--- src/rtl/bnn_seq_ctrl.sv ---
// Time-multiplexed 8-8-4 binary neural network sequencer: one XNOR-popcount-threshold
// unit evaluates one neuron per cycle, hidden layer first, then output layer.
module bnn_seq_ctrl #(
    parameter int unsigned NUM_L1 = 8,
    parameter int unsigned NUM_L2 = 4,
    parameter int unsigned THRESH = 6
) (
    input  logic       clk,
    input  logic       reset,
    input  logic       in_valid,
    output logic       in_ready,
    input  logic [7:0] in_data,
    output logic       out_valid,
    input  logic       out_ready,
    output logic [3:0] out_data,
    output logic [7:0] hidden_data,
    input  logic       wr_en,
    output logic       wr_ready,
    input  logic [3:0] wr_addr,
    input  logic [7:0] wr_data,
    output logic       wr_err,
    output logic       busy
);

    localparam int unsigned NumN = NUM_L1 + NUM_L2;

    typedef enum logic [1:0] {StIdle, StL1, StL2, StDone} state_e;

    state_e     state_q, state_d;
    logic [3:0] idx_q, idx_d;
    logic [7:0] x_q, x_d;
    logic [7:0] hidden_q, hidden_d;
    logic [3:0] out_q, out_d;
    logic       out_valid_q, out_valid_d;
    logic       wr_err_q, wr_err_d;
    logic [7:0] w_q [NumN];

    logic [7:0] operand, weight, match;
    logic [3:0] pc;
    logic       fire, in_hs, wr_hs, wr_ok;

    assign in_ready    = (state_q == StIdle);
    assign wr_ready    = (state_q == StIdle);
    assign busy        = (state_q == StL1) || (state_q == StL2);
    assign out_valid   = out_valid_q;
    assign out_data    = out_q;
    assign hidden_data = hidden_q;
    assign wr_err      = wr_err_q;

    assign in_hs = in_valid && in_ready;
    assign wr_hs = wr_en && wr_ready;
    assign wr_ok = wr_hs && (wr_addr < 4'(NumN));

    // Shared neuron unit; the output layer reads the completed hidden vector.
    always_comb begin
        operand = (state_q == StL2) ? hidden_q : x_q;
        weight  = (idx_q < 4'(NumN)) ? w_q[idx_q] : 8'h00;
        match   = ~(operand ^ weight);
        pc      = 4'd0;
        for (int i = 0; i < 8; i++) begin
            pc = pc + {3'b000, match[i]};
        end
        fire = (pc >= 4'(THRESH));
    end

    always_comb begin
        state_d     = state_q;
        idx_d       = idx_q;
        x_d         = x_q;
        hidden_d    = hidden_q;
        out_d       = out_q;
        out_valid_d = out_valid_q;
        wr_err_d    = wr_err_q | (wr_hs && !wr_ok);
        unique case (state_q)
            StIdle: begin
                if (in_hs) begin
                    x_d     = in_data;
                    idx_d   = 4'd0;
                    state_d = StL1;
                end
            end
            StL1: begin
                hidden_d[idx_q[2:0]] = fire;
                if (idx_q == 4'(NUM_L1 - 1)) begin
                    idx_d   = 4'(NUM_L1);
                    state_d = StL2;
                end else begin
                    idx_d = idx_q + 4'd1;
                end
            end
            StL2: begin
                out_d[2'(idx_q - 4'(NUM_L1))] = fire;
                if (idx_q == 4'(NumN - 1)) begin
                    out_valid_d = 1'b1;
                    state_d     = StDone;
                end else begin
                    idx_d = idx_q + 4'd1;
                end
            end
            StDone: begin
                if (out_ready) begin
                    out_valid_d = 1'b0;
                    state_d     = StIdle;
                end
            end
            default: state_d = StIdle;
        endcase
    end

    always_ff @(posedge clk or posedge reset) begin
        if (reset) begin
            state_q     <= StIdle;
            idx_q       <= 4'd0;
            x_q         <= 8'h00;
            hidden_q    <= 8'h00;
            out_q       <= 4'h0;
            out_valid_q <= 1'b0;
            wr_err_q    <= 1'b0;
        end else begin
            state_q     <= state_d;
            idx_q       <= idx_d;
            x_q         <= x_d;
            hidden_q    <= hidden_d;
            out_q       <= out_d;
            out_valid_q <= out_valid_d;
            wr_err_q    <= wr_err_d;
        end
    end

    always_ff @(posedge clk or posedge reset) begin
        if (reset) begin
            for (int i = 0; i < int'(NumN); i++) begin
                w_q[i] <= 8'h00;
            end
        end else if (wr_ok) begin
            w_q[wr_addr] <= wr_data;
        end
    end

endmodule

--- config.mk ---
export PLATFORM = sky130hd
export DESIGN_NAME = bnn_seq_ctrl
export DESIGN_NICKNAME = d
export VERILOG_FILES = /design/src/rtl/bnn_seq_ctrl.sv
export SDC_FILE = /design/constraint.sdc
export NUM_CORES = 1
export LEC_CHECK = 0
export ABC_AREA = 1
export CORE_UTILIZATION = 40
export DETAILED_ROUTE_END_ITERATION = 7
export PLACE_DENSITY = 0.65
export SLEW_MARGIN = 40
export SYNTH_ARGS = -nofsm -noshare
export SYNTH_HDL_FRONTEND = slang
export SYNTH_SLANG_ARGS = --single-unit
--- constraint.sdc ---
create_clock -name clk -period 9.53 [get_ports clk]
set_clock_uncertainty 0.2 [all_clocks]
set_input_delay 1.4295 -clock clk [delete_from_list [all_inputs] [get_ports clk]]
set_output_delay 1.4295 -clock clk [all_outputs]
set_load 0.005 [all_outputs]
### After elaboration in Yosys (flattened, before gate mapping)

Cells that the tools add are included.

| word-level totals | value |
|---|---|
| register bits | 124 |
| input port bits | 25 |
| output and inout port bits | 17 |
| word-level logic and storage cells | 95 |

| cells by class | value |
|---|---|
| add/subtract/negate cells | 9 |
| $lt $le $gt $ge | 10 |
| equal/unequal tests | 10 |
| muxes and demuxes | 26 |
| bitwise operators | 5 |
| reductions and logical operators | 16 |

Operator list:

| operator | number |
|---|---|
| bitwise mux 96 bit | 1 |
| two-way mux 8 bit | 5 |
| binary-select mux 8 bit (select 4 bit) | 1 |
| demux 8 bit (select 4 bit) | 1 |
| adder 4 x 1 -> 4 bit | 4 |
| two-way mux 4 bit | 3 |
| case mux 4 bit (3 select lines) | 1 |
| greater-or-equal comparator 5 bit (second input constant) | 2 |
| inverter 4 -> 5 bit | 2 |
| bitwise mux 8 bit | 1 |
| less-than comparator 4 bit (second input constant) | 2 |
| two-way mux 2 bit | 4 |
| inverter 8 bit | 1 |
| case mux 2 bit (4 select lines) | 1 |
| XOR 8 bit | 1 |
| logical AND 1 bit | 7 |
| inequality test 2 x 1 -> 1 bit (second input constant) | 3 |
| AND reduction 3 bit | 2 |
| less-than comparator 5 x 1 -> 1 bit (second input constant) | 1 |
| adder 3 x 1 -> 4 bit | 1 |
| adder 4 x 1 -> 4 bit (second input constant) | 1 |
| bitwise mux 4 bit | 1 |
| equality test 2 bit (second input constant) | 2 |
| equality test 4 x 3 -> 1 bit (second input constant) | 1 |
| other kinds (23) | 27 |

### Longest topological paths before layout

| logic depth | value |
|---|---|
| depth in word-level cells | 16 |
| gate-level depth with buffers | 23 |
| mapped depth without buffers | 20 |

### Least setup slack after synthesis

No wires, ideal clock.

| path | value |
|---|---|
| kind | flip-flop to flip-flop |
| start | register state_q[0] |
| end | register hidden_q[2], in the netlist hidden_data[2] |
| setup time | 0.142 ns |
| arrival time | 4.124 ns |
| required time | 9.188 ns |
| slack | 5.065 ns |
| stages on the path, launching flop included | 22 |
| clock period less this slack | 4.465 ns |
| path through | dfrtp_1 -> inv_1 -> ha_1 -> inv_1 -> or2_2 -> o21ai_0 -> inv_1 -> nand2_1 -> nand2_1 -> fa_1 -> inv_1 -> fa_1 -> inv_1 -> fa_1 -> ha_1 -> fa_1 -> xor2_1 -> nand2_1 -> nand2_1 -> inv_1 -> clkbuf_1 -> a31oi_1 |

| on the way | value |
|---|---|
| cells in the longest elaborated chain, start to end | 13 |

Ends and longest elaborated chain:

| element | RTL line | text |
|---|---|---|
| start, declared | 29 | `state_e state_q, state_d;` |
| start signal, assigned | 112 | `state_q <= StIdle;` |
| start signal, assigned | 120 | `state_q <= state_d;` |
| equality test 2 bit | 56 | `operand = (state_q == StL2) ? hidden_q : x_q;` |
| two-way mux 8 bit | 56 |  |
| XOR 8 bit | 58 | `match = ~(operand ^ weight);` |
| inverter 8 bit | 58 |  |
| adder 1 x 1 -> 2 bit | 61 | `pc = pc + {3'b000, match[i]};` |
| adder 2 x 1 -> 3 bit | 61 |  |
| adder 3 x 1 -> 4 bit | 61 |  |
| adder 4 x 1 -> 4 bit (4 in a row) | 61 |  |
| greater-or-equal comparator 4 x 3 -> 1 bit | 63 | `fire = (pc >= 4'(THRESH));` |
| bitwise mux 8 bit | 83 | `hidden_d[idx_q[2:0]] = fire;` |
| end signal, assigned | 123 | `hidden_q <= hidden_d;` |
| end, declared | 32 | `logic [7:0] hidden_q, hidden_d;` |

Parallel ways exist; a longest one is shown, timed or not.
A chain may end at the register's enable or synchronous reset.

### Worst setup path in the final report

Ends and elaborated chain as after synthesis.

==> impl_summary.md <==
Clock network
The cell at the root of the clock tree is sky130_fd_sc_hd__clkbuf_16. TritonCTS built the clock tree. The clock transition time at the flip-flop clock pins of the worst setup and hold paths is ~50 ps. In this run the number of H-tree levels came out at 4. The count of clock tree sinks is 124. The maximum buffer depth of the clock tree is 2. Once the clock tree was built, the resizer swapped 0 gates to a different size. The number of clock buffers inserted by TritonCTS is 17. For this design, the CTS-stage hold fixing added 0 buffers. The clock latency on the worst-skew pair is 420 ps. The number of buffers inserted by post-CTS setup repair is 0.

Die
The total number of placement rows is 45. The floorplan die area is 0.01633 sq mm. between 40 and 50 I/O pins were placed. The placeable core region is between 0.015 and 0.02 sq mm.

Once the floorplan was initialized, standard cells occupied roughly 41% of the core. The floorplan die height is 127.8 um. The die is 127.8 um wide.

Run status
The run finished with clean final reports.

Logic synthesis
For this run, the leading register cell type out of synthesis is sky130_fd_sc_hd__dfrtp_1. The share of the synthesized area in the top cell type is between 40% and 50%. The largest area contributor in the netlist is sky130_fd_sc_hd__dfrtp_1. Synthesis produced a netlist with a net count of around 840. Synthesis produced a netlist whose cell count is 801. The sequential share of the synthesized area is between 40% and 50%. The fraction of registers with async set or reset after synthesis is 100.0%.

The count of cell types in the netlist is 29. The synthesized area divided by synthesized cell count is just under 8 sq um. Yosys mapped a number of flops with a built-in enable equal to 0. The cell area that synthesis handed to floorplanning was between 0.006 and 0.007 sq mm. Ranked by total cell area, the synthesized netlist is headed by sky130_fd_sc_hd__dfrtp_1, sky130_fd_sc_hd__nand2_1, sky130_fd_sc_hd__o21ai_0. The number of warning messages in the yosys log is 0. The number of storage elements in the synthesis netlist is around 120.

Worst setup path
The kind of cell with the highest combined delay along the critical path is adder cells. The startpoint type of the worst setup path is a register. For the worst setup path, the data arrival time is roughly 5400 ps.

In this run the worst setup path begins at state_q[0]. The count of buffer and inverter cells on the critical path is 6. The worst setup path is captured at a register. The worst reg2reg path endpoint is hidden_data[2]. The most frequent cell on the critical path is sky130_fd_sc_hd__inv_1.

The critical path in this run is classified as register to register. The peak per-stage delay on the critical path is between 600 and 700 ps. The required time of the critical path is between 9000 and 10000 ps. For the worst flop-to-flop path, the logic depth is 20. The largest fanout on the critical path is 25. The critical path goes through inv_1 > ha_1 > inv_1 > or2_2 > o21ai_0 > inv_1 > nand2_1 > nand2_1 > fa_1 > inv_1 > fa_1 > inv_1 > fa_1 > ha_1 > fa_1 > xor2_1 > nand2_1 > nand2_1 > inv_1 > a31oi_1. For this design, the slowest cell found on the critical path is sky130_fd_sc_hd__ha_1. The worst register-to-register path begins at state_q[0].

Across all register-to-register paths, the minimum setup slack is 4160 ps.

Place
The wire-length estimate of the detail-placed layout is 10.39 mm. The post-placement cell count is around 1000. Buffers placed on the I/O ports in this run total 41. In this run the cell area measured after placement is approximately 0.0068 sq mm. At the end of routability-driven placement, the weighted congestion stood at just over 0.8.

Global route
The number of antenna violations at the first check in global routing is 0. The number of global-route vias before repair came to approximately 5100. The wire length of the first global-routing pass is 26.26 mm. The total congestion overflow is 0.

Entering global routing, the biggest net connects 66 pins. The global-route usage over all layers is a little over a fifth.

Layout
For this run, the share of the core covered by cells in the final layout is 48.55%. For this run, the post-layout net count is 862. In the layout the commonest cells are sky130_fd_sc_hd__nand2_1, sky130_fd_sc_hd__dfrtp_1, sky130_fd_sc_hd__o21ai_0. The fill cell total of the finished layout is between 1500 and 2000. The antenna diode count is 0. After the flow finishes, the layout carries non-filler instances totaling 1045. The cell area after layout is around 0.0074 sq mm. The share of layout cells above drive strength 1 is under 10%. The most common cell after layout, fill and taps aside is sky130_fd_sc_hd__nand2_1. From synthesis to final layout, the design area changed by 17.47%.

Timing
The slew at the pin closest to its max-slew limit is between 800 and 900 ps. Setup repair after global routing left no endpoint under its margin. The maximum clock frequency is roughly 0.19 GHz. The post-layout minimum cycle time is 5368 ps.

In the final timing run, aggregate negative setup slack is 0 ps. Measured against its own limit, the worst slew margin works out to 46.09%. The number of pins with negative max-slew slack in the final report is 0. Setup violations remaining at the end of the flow were counted as 0. The final hold violation count is 0.

The part of the cycle the worst path needs is between 50% and 60%.

Power and ir drop
The peak supply drop is 359.4 uV. The share of total power in the clock network is roughly 23%. The internal cell power is between 1.5 and 2 mW.

Of the total power, the share spent switching nets is between 40% and 50%. Power spread over the standard cell area amounts to between 300 and 400 mW/mm^2. The total chip power is roughly 2.9 mW.

The net switching component of the power is about 1.2 mW. Sequential cells account for 31.3% of the total power. Summed over all cells, the static leakage comes to ~3.7 nW.

The logic gate share of total power is between 40% and 50%.

Route
In this run the remaining antenna-violating nets after routing total 0. Summing over every cut layer, the via total after detailed routing is approximately 5200. The first TritonRoute pass finished after 5 iterations. The total routed wirelength is between 15 and 20 mm. For this run, design rule violations remaining after detail routing come to 0. The routed wirelength normalized by instance count is 14.69 um.

The violation count after the first detailed-routing iteration is approximately 330. The per-cell via count in the routed design is between 4 and 5.

Hold path
The sink of the worst hold path is wr_err. In this run the most critical hold path is launched from wr_err. Counting instances, the worst hold path has a depth of 1. The worst min-delay path class is register to register.

Run
The number of max-cap violations is 0.
kinds of logic after synthesis:
| kind of cell | Yosys count | share of synthesized area, % |
|---|---|---|
| AOI/OAI and AO/OA | 166 | 14.11 |
| muxes | 7 | 1.245 |
| DFF | 124 | 49.02 |
| buffers and inverters | 148 | 9.448 |
| xor gates and xnor gates | 1 | 0.1384 |
| adders and majority gates | 15 | 3.439 |
| and+or+nand+nor | 340 | 22.59 |
power by group through the flow:
stage / Combinational (mW) / Clock [mW] / Sequential [mW]
global route: 1.58 / 0.687 / 0.938
global placement: 1.30 / 0 / 0.905
floorplan: 1.03 / 0 / 0.877
finish: 1.34 / 0.653 / 0.907
detailed placement: 1.34 / 0 / 0.911
CTS: 1.35 / 0.662 / 0.906
flip-flops by register name (all words and copies together) (netlist names):
signal and count:
out_valid 1, hidden_data 8, state_q 2, w_q 96, idx_q 4, wr_err 1
out_data 4, x_q 8
stage by stage:
step	hold WS (ps)	setup slack, ps
after global routing	305.1	3801
after CTS	275.1	4182
after floorplan	245.1	4601
after detailed placement	262.3	4204
after global placement	258.7	4264
final	276.5	4162
cells in the mapped netlist (10+ instances only):
library cell and number:
sky130_fd_sc_hd__a21oi_1 15, sky130_fd_sc_hd__clkbuf_1 16, sky130_fd_sc_hd__nand2_1 247, sky130_fd_sc_hd__o211ai_1 18, sky130_fd_sc_hd__or2_2 23, sky130_fd_sc_hd__nand3_1 47
sky130_fd_sc_hd__inv_1 101, sky130_fd_sc_hd__ha_1 11, sky130_fd_sc_hd__nor2_1 14, sky130_fd_sc_hd__buf_2 24, sky130_fd_sc_hd__dfrtp_1 124, sky130_fd_sc_hd__o21ai_0 111
sky130_fd_sc_hd__a31oi_1 11, sky130_fd_sc_hd__o21ai_1 10
cell type report:
cell class                 instances  area [sq um]  area share, %
inverter                         105         401.6          5.401
timing repair buffer              45         444.2          5.973
sequential                       124          3103          41.73
tap                              211         264.0          3.550
clock inverter                     7         112.6          1.514
multi-input combinational        529          2629          35.35
clock buffer                      24         481.7          6.478
worst max path at each step:
stage,end,slack [ps],cells past startpoint
floorplan,hidden_data[0],4600,1
global placement,out_data[0],4260,20
detailed placement,hidden_data[2],4200,20
CTS,hidden_data[2],4180,20
global route,hidden_data[4],3800,20
finish,hidden_data[2],4160,20
routing by layer:
layer / global-route usage (%) / wire length, um
met4: 7.128 / 233
met2: 32.26 / 7079
met3: 4.549 / 630
met1: 28.89 / 7406
met5: 0 / 0
No activity file was read; power rests on OpenSTA's default activity.
